--- src/rtl/control_sequencer.sv ---
// rtl/control_sequencer.sv - fetch/decode/execute sequencer owning all bus drive enables
// Moore FSM: every strobe is a pure decode of the registered state.
module control_sequencer #(
  parameter int          MEM_LAT     = 1,
  parameter int          ALU_TIMEOUT = 15,
  parameter logic [3:0]  HALT_OP     = 4'hF,
  parameter logic [15:0] CNT_INIT    = 16'h0000
) (
  input  logic        clk,
  input  logic        reset,
  input  logic        run,
  input  logic [3:0]  opCode,
  input  logic        ALUstr,
  input  logic        MOVstr,
  input  logic        LDSRstr,
  input  logic        alu_done,
  output logic        mem_rd,
  output logic        pc_inc,
  output logic        IF,
  output logic        IR,
  output logic        IRiEn,
  output logic        IRjEn,
  output logic        BRjEn,
  output logic        reg_rd_en,
  output logic        reg_wr_en,
  output logic        alu_lda,
  output logic        alu_start,
  output logic        alu_oe,
  output logic        busy,
  output logic        halted,
  output logic        fault,
  output logic [15:0] instr_cnt
);

  typedef enum logic [3:0] {
    S_IDLE, S_FETCH, S_LOAD_IR, S_DECODE, S_IMM, S_MOV_RD, S_MOV_WR,
    S_ALU_A, S_ALU_B, S_ALU_WAIT, S_ALU_WB, S_NOP, S_HALT
  } state_t;

  localparam int CW = 16;
  localparam logic [CW-1:0] FETCH_LAST = CW'(MEM_LAT - 1);
  localparam logic [CW-1:0] WAIT_LAST  = CW'(ALU_TIMEOUT - 1);

  state_t        state_q, state_d;
  logic [CW-1:0] cnt_q, cnt_d;
  logic          fault_q, fault_d;
  logic [15:0]   icnt_q, icnt_d;

  always_ff @(posedge clk) begin
    if (reset) begin
      state_q <= S_IDLE;
      cnt_q   <= '0;
      fault_q <= 1'b0;
      icnt_q  <= CNT_INIT;
    end else begin
      state_q <= state_d;
      cnt_q   <= cnt_d;
      fault_q <= fault_d;
      icnt_q  <= icnt_d;
    end
  end

  // cnt_q is shared by FETCH and ALU_WAIT; it returns to zero whenever it is not counting.
  always_comb begin
    state_d = state_q;
    cnt_d   = '0;
    fault_d = fault_q;
    icnt_d  = icnt_q;
    case (state_q)
      S_IDLE:    if (run) state_d = S_FETCH;
      S_FETCH: begin
        if (cnt_q == FETCH_LAST) state_d = S_LOAD_IR;
        else                     cnt_d   = cnt_q + CW'(1);
      end
      S_LOAD_IR: state_d = S_DECODE;
      S_DECODE: begin
        if (opCode == HALT_OP) state_d = S_HALT;
        else if (LDSRstr)      state_d = S_IMM;
        else if (MOVstr)       state_d = S_MOV_RD;
        else if (ALUstr)       state_d = S_ALU_A;
        else                   state_d = S_NOP;
      end
      S_MOV_RD:  state_d = S_MOV_WR;
      S_ALU_A:   state_d = S_ALU_B;
      S_ALU_B:   state_d = S_ALU_WAIT;
      S_ALU_WAIT: begin
        if (alu_done) begin
          state_d = S_ALU_WB;
        end else if (cnt_q == WAIT_LAST) begin
          state_d = S_HALT;
          fault_d = 1'b1;
        end else begin
          cnt_d = cnt_q + CW'(1);
        end
      end
      S_IMM, S_MOV_WR, S_ALU_WB, S_NOP: begin
        icnt_d  = icnt_q + 16'd1;
        state_d = run ? S_FETCH : S_IDLE;
      end
      S_HALT:    state_d = S_HALT;
      default:   state_d = S_IDLE;
    endcase
  end

  always_comb begin
    mem_rd    = 1'b0;
    pc_inc    = 1'b0;
    IF        = 1'b0;
    IR        = 1'b0;
    IRiEn     = 1'b0;
    IRjEn     = 1'b0;
    BRjEn     = 1'b0;
    reg_rd_en = 1'b0;
    reg_wr_en = 1'b0;
    alu_lda   = 1'b0;
    alu_start = 1'b0;
    alu_oe    = 1'b0;
    busy      = (state_q != S_IDLE) && (state_q != S_HALT);
    halted    = (state_q == S_HALT);
    case (state_q)
      S_FETCH:   begin mem_rd = 1'b1; IF = 1'b1; end
      S_LOAD_IR: begin IR = 1'b1; pc_inc = 1'b1; end
      S_IMM:     begin IRiEn = 1'b1; BRjEn = 1'b1; reg_wr_en = 1'b1; end
      S_MOV_RD:  begin IRjEn = 1'b1; reg_rd_en = 1'b1; end
      // Register-file latch keeps the read value on the bus, so no driver here.
      S_MOV_WR:  begin IRiEn = 1'b1; reg_wr_en = 1'b1; end
      S_ALU_A:   begin IRiEn = 1'b1; reg_rd_en = 1'b1; alu_lda = 1'b1; end
      S_ALU_B:   begin IRjEn = 1'b1; reg_rd_en = 1'b1; alu_start = 1'b1; end
      S_ALU_WB:  begin IRiEn = 1'b1; alu_oe = 1'b1; reg_wr_en = 1'b1; end
      default:   ;
    endcase
  end

  assign fault     = fault_q;
  assign instr_cnt = icnt_q;

endmodule

--- config.mk ---
export PLATFORM = sky130hd
export DESIGN_NAME = control_sequencer
export DESIGN_NICKNAME = d
export VERILOG_FILES = /design/src/rtl/control_sequencer.sv
export SDC_FILE = /design/constraint.sdc
export NUM_CORES = 1
export LEC_CHECK = 0
export CAP_MARGIN = 15
export CELL_PAD_IN_SITES_DETAIL_PLACEMENT = 0
export CELL_PAD_IN_SITES_GLOBAL_PLACEMENT = 1
export CORE_UTILIZATION = 34
export CTS_CLUSTER_DIAMETER = 60
export DETAILED_ROUTE_END_ITERATION = 8
export GPL_TIMING_DRIVEN = 0
export PLACE_DENSITY = 0.75
export SLEW_MARGIN = 40
export SYNTH_ARGS = -nofsm -noshare
export SYNTH_HDL_FRONTEND = slang
export SYNTH_SLANG_ARGS = --single-unit
--- constraint.sdc ---
create_clock -name clk -period 1.65 [get_ports clk]
set_clock_uncertainty 0.2 [all_clocks]
set_input_delay 0.2475 -clock clk [delete_from_list [all_inputs] [get_ports clk]]
set_output_delay 0.2475 -clock clk [all_outputs]
set_load 0.01 [all_outputs]
Yosys cells after proc, flatten, opt, wreduce, memory -nomap -nowiden --
Index checks and enable logic that the tools add are counted.
Storage, ports and cells: output and inout bits 31, register bits after elaboration 37, logic and storage cells 60, input bits 11
Cells by class: bitwise operators 1, reduce and logical (&&, ||, !) cells 11, eq/ne operators 18, $add $sub $neg 2, muxes and demuxes 24
Operators with widths (number):
- 2-to-1 mux 16 bit | 3
- one-hot mux 4 bit (10 select lines) | 1
- adder 16 x 1 -> 16 bit, second input constant | 2
- 2-to-1 mux 4 bit | 8
- one-hot mux 16 bit (2 select lines) | 1
- == test 4 bit, second input constant | 6
- == test 16 x 4 -> 1 bit, second input constant | 1
- == test 4 x 3 -> 1 bit, second input constant | 4
- logical NOT 16 bit | 1
- 2-to-1 mux 1 bit | 11
- == test 4 x 2 -> 1 bit, second input constant | 2
- OR reduction 4 bit | 2
- AND reduction 3 bit | 2
- OR reduction 3 bit | 2
- == test 4 x 1 -> 1 bit, second input constant | 1
- logical NOT 4 bit | 1
- != test 2 bit, second input constant | 2
- != test 4 bit, second input constant | 1
- nonzero test 4 bit | 1
- != test 3 bit, second input constant | 1
- OR reduction 2 bit | 1
- logical AND 1 bit | 1
- inverter 1 bit | 1

Depth between registers and ports, before layout --
depth in word-level cells 5, gate-level depth with buffers 7, depth with buffers taken out 6

Worst setup path after synthesis --
OpenSTA, ideal clock, no wires.
path type register -> output, from register state_q[3], to output port reg_rd_en, data required time 1.202 ns, path buffers 1, cell stages (with the launch flop) 6, path slack -0.204 ns, data arrival time 1.406 ns, cells stage by stage dfxtp_1 -> buf_2 -> inv_1 -> or3_1 -> a21oi_1 -> or2_1
On the way: longest elaborated chain between the ends 3, elaborated cells on any way between the ends 5, classes of those cells eq/ne (3); mux (1); reduce/logical (1)
RTL lines:
- from (decl) | RTL line 44 | state_t state_q, state_d;
- from (signal assigned) | RTL line 56 | state_q <= state_d;
- == test 4 bit or == test 4 x 3 -> 1 bit (tied branches) | RTL line 120 | case (state_q)
- OR reduction 3 bit (no line) (*)
- 2-to-1 mux 1 bit (*) | RTL line 120
- to (decl) | RTL line 24 | output logic reg_rd_en,
Mark *: on every way between the ends. The rest lies on a longest branch, timed or not.

Worst setup path in the final report --
from register state_q[3], to register icnt_q[14] (netlist: instr_cnt[14])
On the way: longest elaborated chain between the ends 2, elaborated cells on any way between the ends 5, classes of those cells eq/ne (4); reduce/logical (1)
RTL lines:
- == test 4 bit or == test 4 x 3 -> 1 bit (tied branches) | RTL line 69 | case (state_q)
- OR reduction 4 bit (*) | RTL line 69
- to (signal assigned) | RTL line 59 | icnt_q <= icnt_d;
- to (decl) | RTL line 47 | logic [15:0] icnt_q, icnt_d;
Marked as above. A chain may end at the register's enable or synchronous reset.

==> results.md <==
| Parameter | This run |
| --- | --- |
| Total half-perimeter wirelength after legalization and detailed placement | 3460 um |
| Detailed Route WL | 6100 um |
| Max-cap viol count | 0 |
| Most instantiated library cell after synthesis | sky130_fd_sc_hd__dfxtp_1 |
| Final cell area excluding filler cells | 3460 um^2 |
| Synthesized area divided by synthesized cell count | 8.38 um^2 |
| Type of the tightest min-delay check | flop to flop |
| Clock tree root driver cell | sky130_fd_sc_hd__clkbuf_8 |
| Kind of cell adding the most delay to the critical path | simple AND/OR/NAND/NOR gates |
| Sink Count | 37 |
| Floorplan die height | 79.1 um |
| Async SR Flop Fraction | 0% |
| Leakage power | 0.00137 uW |
| Final cycle utilization of the critical path | 119% |
| Core region area | 5610 um^2 |
| Clock Path Buffers | 2 |
| Cell mode on critical path | sky130_fd_sc_hd__buf_6 |
| Top-level I/O count | 42 |
| YS warnings | 0 |
| P_int | 1500 uW |
| Critical Path Start Type | flop |
| GRT Overall Usage | 19.6% |
| Result of the run | finished, violations left |
| Number of buffers added by the clock tree synthesis step | 5 |
| Final setup violation count | 48 |
| First-pass detailed-route iteration total | 4 |
| Pins Over Slew Limit | 0 |
| Placed Area | 2650 um^2 |
| Area Overhead vs Synth | 71.2% |
| Most frequently used flop master after synthesis | sky130_fd_sc_hd__dfxtp_1 |
| Violations in the final reports | negative setup slack |
| DR DRC count | 0 |
| Cell Pwr Density | 582 nW/um^2 |
| Leftover overflow at the end of global routing | 0 |
| Dominant cells by area after synthesis | sky130_fd_sc_hd__dfxtp_1, sky130_fd_sc_hd__nor3_1, sky130_fd_sc_hd__xnor2_1 |
| 1st-iter DRT viols | 61 |
| Number of hold buffers added after cts | 0 |
| Delay of the slowest cell on the worst path | 430 ps |
| Level count of the clock H-tree | 2 |
| Combinational fraction of design power | 20.4% |
| Hold Fails Final Rpt | 0 |
| Area of the die | 6250 um^2 |
| Syn Nets | 256 |
| Critical path buffer and inverter count | 4 |
| First-pass GRT wire length | 9670 um |
| Quantity of I/O buffers inserted on ports | 41 |
| Vias per Instance | 5.43 |
| Maximum fanout along the worst path | 6 |
| Die X | 79.1 um |
| Switching part of the total | 25.4% |
| Sequential element share of the synthesized area | 36.7% |
| Routability-driven placement congestion ratio | 0.811 |
| Initial antenna violation count | 0 |
| Number of global-route vias before repair | 2060 |
| Worst-case hold slack | 251 ps |
| Kind of end point of the critical path | flop |
| Req. time, crit path | 1680 ps |
| Area leader, netlist | sky130_fd_sc_hd__dfxtp_1 |
| Slew at the pin closest to its max-slew limit | 530 ps |
| Cell count after synthesis | 241 |
| HP Start | cnt_q[0] |
| Share of final-layout standard cells stronger than drive strength 1 | 51.1% |
| Fin cells | 401 |
| Synthesized area | 2020 um^2 |
| Row cnt | 27 |
| Top cell types by occurrence after synthesis | sky130_fd_sc_hd__dfxtp_1, sky130_fd_sc_hd__nor3_1, sky130_fd_sc_hd__a21oi_1 |
| Category of the critical setup timing path | flop to flop |
| Synth cell types | 45 |
| Flip-flop and latch count after synthesis | 37 |
| Number of cells in the design after placement | 354 |
| CP cell instances | buf_4, buf_6, buf_6, nor3b_4, buf_6, o211ai_4, or4_4, a21oi_2 |
| Worst r2r src | state_q[3] |
| Time the worst path needs with I/O delays and setup | 1960 ps |
| Worst max-slew margin expressed relative to the limit | 64.6% |
| Net switching component of the power | 512 uW |
| Clk pin slew, worst setup/hold paths | 70 ps |
| Worst Path Arrival | 1990 ps |
| Routed wire per std cell | 15.2 um |
| TritonCTS clock tree | built |
| Post-synth EDFFs | 0 |
| Largest voltage drop on the vdd net | 0.552 mV |
| Smallest setup slack after layout | -314 ps |
| Antenna cell count | 0 |
| Final-stage net count | 343 |
| Initial Util | 36.0% |
| Clock share of power | 34.7% |
| Flop pwr share | 44.9% |
| Later-pin clock latency in the skew report | 290 ps |
| Filler Cells Inserted | 496 |
| CP max-delay cell | sky130_fd_sc_hd__or4_4 |
| RSZ-0062 raised after global routing | yes |
| Highest Clock Rate | 509 MHz |
| Origin of the worst setup path | state_q[3] |
| Setup WS pre-CTS | -555 ps |
| Setup TNS | -7730 ps |
| Total number of vias | 2178 |
| Share of Yosys cell area claimed by the top area cell type | 36.7% |
| Post-route antenna net violation count | 0 |
| Maximum number of pins on one net before global-route repair | 12 |
## cells by family after synthesis
kind of cell,after synthesis,share of synthesized area [%]
xor+xnor,20,8.67
compound gates,43,15.2
fa+ha+maj,4,2.48
simple gates,112,31.3
buf+inv,25,5.64
flops,37,36.7
## cells in the final DEF, fill, tap and decap left out, types with 3 or more instances in the layout
cell type / n
sky130_fd_sc_hd__buf_6: 24
sky130_fd_sc_hd__buf_4: 23
sky130_fd_sc_hd__dfxtp_1: 16
sky130_fd_sc_hd__dfxtp_2: 15
sky130_fd_sc_hd__dlygate4sd2_1: 14
sky130_fd_sc_hd__nor3_2: 13
sky130_fd_sc_hd__nand2_1: 12
sky130_fd_sc_hd__xnor2_1: 12
sky130_fd_sc_hd__nor2_1: 11
sky130_fd_sc_hd__clkdlybuf4s50_1: 10
sky130_fd_sc_hd__buf_2: 10
sky130_fd_sc_hd__nand3_1: 9
sky130_fd_sc_hd__a21oi_1: 9
sky130_fd_sc_hd__a21oi_2: 8
sky130_fd_sc_hd__xor2_1: 8
sky130_fd_sc_hd__clkbuf_8: 8
sky130_fd_sc_hd__nand4_1: 7
sky130_fd_sc_hd__nor3_4: 6
sky130_fd_sc_hd__inv_1: 6
sky130_fd_sc_hd__dfxtp_4: 6
sky130_fd_sc_hd__o31ai_1: 5
sky130_fd_sc_hd__or4_4: 4
sky130_fd_sc_hd__or4_1: 4
sky130_fd_sc_hd__nor3_1: 4
sky130_fd_sc_hd__buf_8: 3
sky130_fd_sc_hd__nor3b_2: 3
sky130_fd_sc_hd__inv_2: 3
sky130_fd_sc_hd__nand3_2: 3
sky130_fd_sc_hd__or3_4: 3
sky130_fd_sc_hd__nor2_2: 3
sky130_fd_sc_hd__and3_1: 3
sky130_fd_sc_hd__nor4_4: 3
sky130_fd_sc_hd__ha_1: 3
sky130_fd_sc_hd__dlymetal6s2s_1: 3
## cell type report
| class | instances | area (um^2) | share of cell area (%) |
|---|---|---|---|
| timing repair buffer | 79 | 708 | 20.5 |
| clock inverter | 1 | 5.00 | 0.145 |
| clock buffer | 7 | 96.3 | 2.79 |
| multi-input combinational | 181 | 1570 | 45.3 |
| tap | 72 | 90.1 | 2.61 |
| inverter | 10 | 42.5 | 1.23 |
| buffer | 14 | 168 | 4.85 |
| sequential | 37 | 782 | 22.6 |
## timing repair
item / in CTS / in global routing
gates resized for setup: 149 / 53
gates cloned: 4 / 0
setup endpoints to repair: 63 / 53
pin swaps: 21 / 18
buffers inserted: 27 / 14
## metrics by stage
| stage | utilization (%) | power, uW |
|---|---|---|
| after floorplan | - | 1060 |
| after global placement | 47.2 | 1160 |
| after detailed placement | 47.2 | 1160 |
| after CTS | 57.1 | 1970 |
| after global routing | 61.6 | 2120 |
| final | 61.6 | 2010 |
## metal layers
layer  wire length [um]  GRT usage (%)  share of wire (%)  up-vias
met5                  0              0                  0        -
met4                 60           6.00               0.98        0
met3                191           3.91                3.1        7
met2               3080           33.8                 51       39
met1               2770           24.4                 45     1070
li1                   -              -                  -     1062
## sequential cells by signal, indices dropped and copies added (netlist names)
signal     flops
cnt_q         16
fault          1
instr_cnt     16
state_q        4
## power by group through the flow
stage                     clock [uW]  sequential, uW  combinational [uW]
after floorplan                    0             926                 136
after global placement             0             928                 235
after detailed placement           0             927                 232
after CTS                        724             903                 344
after global routing             777             904                 439
final                            698             904                 411
## worst paths after layout
kind	to	slack, ps	cells after the start
setup / recovery	instr_cnt[14]	-310	8
hold / removal	cnt_q[0]	250	1
setup reg to reg	instr_cnt[14]	-310	8
hold reg to reg	cnt_q[0]	250	1
## worst reg2reg max path, cell delays in order, from the launching register on
cell and delay [ps]:
sky130_fd_sc_hd__dfxtp_4 350, sky130_fd_sc_hd__buf_4 130, sky130_fd_sc_hd__buf_6 110, sky130_fd_sc_hd__buf_6 110
sky130_fd_sc_hd__nor3b_4 180, sky130_fd_sc_hd__buf_6 170, sky130_fd_sc_hd__o211ai_4 100, sky130_fd_sc_hd__or4_4 430
sky130_fd_sc_hd__a21oi_2 120
No activity file was read; power rests on OpenSTA's default activity.
